--- config.mk ---
export PLATFORM = sky130hd
export DESIGN_NAME = sodor_imem_responder
export DESIGN_NICKNAME = d
export VERILOG_FILES = /design/src/rtl/sodor_mem_pkg.sv /design/src/rtl/sodor_resp_fifo.sv /design/src/rtl/sodor_imem_responder.sv
export SDC_FILE = /design/constraint.sdc
export NUM_CORES = 1
export LEC_CHECK = 0
export ABC_AREA = 1
export BUFFER_PORTS_ARGS = -buffer_cell sky130_fd_sc_hd__buf_2
export CORE_ASPECT_RATIO = 1.5
export CORE_MARGIN = 2
export CORE_UTILIZATION = 57
export DETAILED_ROUTE_END_ITERATION = 8
export GPL_ROUTABILITY_DRIVEN = 1
export GPL_TIMING_DRIVEN = 0
export PLACE_DENSITY_LB_ADDON = 0.2
export SLEW_MARGIN = 5
export SYNTH_ARGS = -nofsm -noshare
export SYNTH_HDL_FRONTEND = slang
export SYNTH_SLANG_ARGS = --single-unit
--- constraint.sdc ---
create_clock -name clock -period 4.6 [get_ports clock]
set_input_delay 0 -clock clock [delete_from_list [all_inputs] [get_ports clock]]
set_output_delay 0 -clock clock [all_outputs]
set_load 0.005 [all_outputs]
--- src/rtl/sodor_mem_pkg.sv ---
// Shared constants and types for the Sodor instruction-memory responder.
// Holds the NOP fill word, default depth, address-field positions and queue entry type.
package sodor_mem_pkg;

  localparam logic [31:0] NOP_WORD      = 32'h0000_0013;
  localparam int unsigned DEPTH_DEFAULT = 16;

  // Byte address layout: [1:0] alignment, [5:2] word index, [31:6] must be zero.
  localparam int unsigned IDX_LSB = 2;
  localparam int unsigned IDX_MSB = 5;
  localparam int unsigned IDX_W   = IDX_MSB - IDX_LSB + 1;
  localparam int unsigned HI_LSB  = 6;

  typedef struct packed {
    logic [31:0] data;
    logic        err;
  } resp_entry_t;

endpackage

--- src/rtl/sodor_resp_fifo.sv ---
// Small response queue with synchronous active-low reset.
// Pointers wrap modulo QDEPTH, so non-power-of-two depths are allowed.
module sodor_resp_fifo
  import sodor_mem_pkg::*;
#(
  parameter int unsigned QDEPTH = 2
) (
  input  logic        clock,
  input  logic        reset_n,
  input  logic        push,
  input  resp_entry_t push_entry,
  input  logic        pop,
  output logic        full,
  output logic        empty,
  output resp_entry_t head
);

  localparam int unsigned PtrW = (QDEPTH > 1) ? $clog2(QDEPTH) : 1;
  localparam int unsigned CntW = $clog2(QDEPTH + 1);

  resp_entry_t         entries_q [QDEPTH];
  logic [PtrW-1:0]     wr_ptr_q, rd_ptr_q;
  logic [CntW-1:0]     count_q, count_d;
  logic                push_ok, pop_ok;

  function automatic logic [PtrW-1:0] ptr_inc(input logic [PtrW-1:0] p);
    return (p == PtrW'(QDEPTH - 1)) ? '0 : p + 1'b1;
  endfunction

  assign full    = (count_q == CntW'(QDEPTH));
  assign empty   = (count_q == '0);
  assign head    = entries_q[rd_ptr_q];
  assign push_ok = push && !full;
  assign pop_ok  = pop && !empty;

  always_comb begin
    count_d = count_q;
    unique case ({push_ok, pop_ok})
      2'b10:   count_d = count_q + 1'b1;
      2'b01:   count_d = count_q - 1'b1;
      default: count_d = count_q;
    endcase
  end

  always_ff @(posedge clock) begin
    if (!reset_n) begin
      wr_ptr_q <= '0;
      rd_ptr_q <= '0;
      count_q  <= '0;
    end else begin
      if (push_ok) begin
        entries_q[wr_ptr_q] <= push_entry;
        wr_ptr_q            <= ptr_inc(wr_ptr_q);
      end
      if (pop_ok) begin
        rd_ptr_q <= ptr_inc(rd_ptr_q);
      end
      count_q <= count_d;
    end
  end

endmodule

--- src/rtl/sodor_imem_responder.sv ---
// Instruction memory with a load port and a queued fetch-response path.
// Fetches read the array combinationally and enqueue {data, err} at the accepting edge.
module sodor_imem_responder #(
  parameter int unsigned DEPTH    = sodor_mem_pkg::DEPTH_DEFAULT,
  parameter logic [31:0] NOP_WORD = sodor_mem_pkg::NOP_WORD,
  parameter int unsigned QDEPTH   = 2
) (
  input  logic        clock,
  input  logic        reset_n,
  input  logic        req_valid,
  output logic        req_ready,
  input  logic [31:0] req_addr,
  output logic        resp_valid,
  input  logic        resp_ready,
  output logic [31:0] resp_data,
  output logic        resp_err,
  input  logic        load_valid,
  input  logic [3:0]  load_idx,
  input  logic [31:0] load_data,
  output logic [15:0] req_count,
  output logic [7:0]  err_count
);
  import sodor_mem_pkg::*;

  logic [31:0]      mem_q [DEPTH];
  logic [15:0]      req_count_q;
  logic [7:0]       err_count_q;
  logic [IDX_W-1:0] rd_idx;
  logic             rd_in_range, rd_misaligned, accept;
  resp_entry_t      rd_entry, fifo_head;
  logic             fifo_full, fifo_empty;

  assign rd_idx        = req_addr[IDX_MSB:IDX_LSB];
  assign rd_misaligned = (req_addr[IDX_LSB-1:0] != '0);
  assign rd_in_range   = (req_addr[31:HI_LSB] == '0) && (32'(rd_idx) < DEPTH);

  always_comb begin
    rd_entry      = '0;
    rd_entry.data = rd_in_range ? mem_q[rd_idx] : NOP_WORD;
    rd_entry.err  = !rd_in_range || rd_misaligned;
  end

  // Outputs are forced idle while reset is held, regardless of queue contents.
  assign req_ready  = reset_n && !fifo_full;
  assign resp_valid = reset_n && !fifo_empty;
  assign resp_data  = resp_valid ? fifo_head.data : '0;
  assign resp_err   = resp_valid && fifo_head.err;
  assign accept     = req_valid && req_ready;
  assign req_count  = req_count_q;
  assign err_count  = err_count_q;

  sodor_resp_fifo #(
    .QDEPTH(QDEPTH)
  ) u_fifo (
    .clock     (clock),
    .reset_n   (reset_n),
    .push      (accept),
    .push_entry(rd_entry),
    .pop       (resp_valid && resp_ready),
    .full      (fifo_full),
    .empty     (fifo_empty),
    .head      (fifo_head)
  );

  // The read above uses the pre-edge array, so a same-cycle load is read-before-write.
  always_ff @(posedge clock) begin
    if (!reset_n) begin
      for (int unsigned i = 0; i < DEPTH; i++) begin
        mem_q[i] <= NOP_WORD;
      end
      req_count_q <= '0;
      err_count_q <= '0;
    end else begin
      if (load_valid && (32'(load_idx) < DEPTH)) begin
        mem_q[load_idx] <= load_data;
      end
      if (accept) begin
        if (req_count_q != '1) req_count_q <= req_count_q + 16'd1;
        if (rd_entry.err && (err_count_q != '1)) err_count_q <= err_count_q + 8'd1;
      end
    end
  end

endmodule
==> metrics.md <==
| Metric | Value |
|---|---|
| CP Class | `in -> reg` |
| WP data required | `around 4.8 ns` |
| Critical Path Sink Type | `flop` |
| Cell count after placement | `3452` |
| Die H | `271 um` |
| Syn Inst Count | `2716` |
| Final slew viol count | `0` |
| Ys Warns | `0` |
| Slew @ Worst Pin | `~1.1 ns` |
| Total clock sinks | `607` |
| Util after Layout | `67.0%` |
| Gp weighted congestion | `just under 1` |
| Most common cell after layout, fill and taps aside | `nand2_1` |
| Post-synth cell types | `34` |
| Reg2reg start | `u_fifo.count_q[0]` |
| Hold Crit Start | `req_addr[23]` |
| LEAKAGE | `12.2 nW` |
| I/O pin count | `132` |
| Via count | `21.9k` |
| Cts repair resizes | `0` |
| Storage cell area | `17900 um2` |
| Core footprint | `46800 um2` |
| Maximum vdd drop | `0.358 mV` |
| Gr ovfl total | `0` |
| Cell Count, Final, Fillers Out | `between 3k and 4k` |
| Critical Path AT | `approximately 3.4 ns` |
| Area Overhead vs Synth | `15.6%` |
| Top area cells in the synthesized netlist | `edfxtp_1 64%, nand2_1 8.6%, nor2_1 8.1%` |
| Vias in the first global route | `21.4k` |
| Residual DRC count | `0` |
| Skew final | `0.0165 ns` |
| Top-area cell type share of the netlist area | `64.0%` |
| Initial Utilization | `57.9%` |
| Biggest area consumer among synthesized cells | `edfxtp_1` |
| PortBufs | `129` |
| Netlist area before placement | `about 27000 um2` |
| DR iter-0 viols | `2989` |
| Fill count | `3649` |
| Hold Path Stages | `9` |
| GRT Overall Usage | `between 30% and 40%` |
| Routed Antenna Nets | `0` |
| Worst skew pair latency | `0.60 ns` |
| Fin crit period | `between 3 and 4 ns` |
| Share of layout cells above drive strength 1 | `12.9%` |
| Syn nets | `~2.8k` |
| CTS clk-pin slew, worst paths | `around 0.060 ns` |
| Hold slack | `0.0422 ns` |
| Critical path origin | `reset_n` |
| Final setup viols | `0` |
| Root Buffer | `clkbuf_16` |
| Multi-input logic area | `7890 um2` |
| Sequential area share after synthesis | `approximately 66%` |
| Maximum fanout along the worst path | `32` |
| CP startpoint kind | `input port` |
| Final Hold Viols | `0` |
| Most frequent cells in the layout | `604 x nand2_1, 581 x nor2_1, 578 x edfxtp_1` |
| Num CTS Buffers | `55` |
| CTS tree | `done` |
| Vias/cell | `6.07` |
| Setup Buffers After CTS | `0` |
| Hold Path Class | `in -> reg` |
| First-pass GRT wire length | `134000 um` |
| Status | `completed` |
| DR WL/cell | `roughly 26 um` |
| MaxCap Viol Count | `0` |
| Row count | `97` |
| Drt pass-1 iters | `8` |
| Synthesis-stage register bit count | `about 600` |
| Setup_tns | `0 ns` |
| DP HPWL | `65700 um` |
| WL final | `93400 um` |
| Pwr/cell area | `406 nW/um2` |
| Fmax | `317 MHz` |
| Max Root-Sink Buffers | `3` |
| Antenna violations before repair | `1` |
| Layout Nets | `3038` |
| Pin count of the biggest net entering global routing | `33` |
| Fin crit share | `slightly below 70%` |
| Die extent in x | `182 um` |
| R2R depth | `9` |
| Die Area | `49400 um2` |
| H-tree Lvls | `2` |
| Syn Area/Cell | `9.99 um2` |
| Max_slew headroom | `29.4%` |
| RSZ-0062 raised after global routing | `false` |
synth_stat cells (all sizes together):
library cell,n
nand2,622
nor2,585
edfxtp,578
nand3,259
inv,131
clkbuf,123
a21oi,113
buf,80
o21ai,55
mux2,33
dfxtp,29
a211oi,22
a22oi,13
a31oi,13
nand4,12
xor2,11
o211ai,10
nor3,9
o22ai,7
ha,3
xnor2,3
o221ai,2
and3,1
clkinv,1
nor3b,1
metrics by stage:
stage	power [W]	worst slack [ns]	instance area [um2]
CTS	0.0127	1.63	31400
finish	0.0127	1.45	31400
global placement	0.00755	1.26	28500
floorplan	0.00711	2.06	27100
global route	0.0130	1.36	31400
detailed placement	0.00761	1.95	28900
critical path, stage by stage:
cell and delay [ns]:
dlygate4sd3_1 0.52, buf_2 0.26, nand2_1 0.15, nor3_1 0.17, dlygate4sd3_1 0.59, inv_2 0.06, nor2_1 0.27, inv_2 0.10
clkbuf_1 0.37, nand2_2 0.85
logic make-up (layout without fill, tap and decap cells):
kind of cell    Yosys count  count (layout)  share of synthesized area, %
simple gates           1489            1489                          22.0
flops                   607             607                          66.1
buf+inv                 335             626                          5.00
compound gates          235             235                          4.88
mux                      33              33                          1.37
xor+xnor                 14              14                         0.452
fa+ha+maj                 3               3                         0.138
other cells               0               1                             0
path summary, 6_finish.rpt:
| path | to | slack, ns |
|---|---|---|
| setup / recovery | mem_q[0][0] | 1.45 |
| hold / removal | err_count[3] | 0.04 |
| setup reg to reg | u_fifo.count_q[1] | 2.38 |
| hold reg to reg | flop | 0.51 |
layout make-up:
cell class                 instances  area share, %
sequential                       607           57.2
multi-input combinational       1774           25.1
clock buffer                      69           4.88
timing repair buffer             189           4.46
buffer                           203           2.73
tap                              594           2.37
clock inverter                    33           1.62
inverter                         132           1.60
antenna                            1        0.00798
repair_timing:
action	in CTS	in global routing
hold endpoints to repair	233	0
hold buffers	47	0
setup endpoints to repair	0	0
sequential cells by signal, indices dropped and copies added (netlist names), named ones only:
signal and cells:
err_count 8, u_fifo.rd_ptr_q 1, req_count 16, mem_q 512, u_fifo.entries_q 66, u_fifo.wr_ptr_q 1, u_fifo.count_q 2
power breakdown:
| part | internal, W | switching, W |
|---|---|---|
| Combinational | 0.000315 | 0.000822 |
| Sequential | 0.00633 | 0.0000919 |
| Clock | 0.00309 | 0.00208 |
| Total | 0.00974 | 0.00300 |
routing by layer:
layer / global-route usage, % / part of all wire, %
met3: 8.75 / 11
met2: 62.2 / 47
met1: 42.1 / 32
met4: 31.4 / 10
met5: 0 / 0.012
No activity file was read; power rests on OpenSTA's default activity.
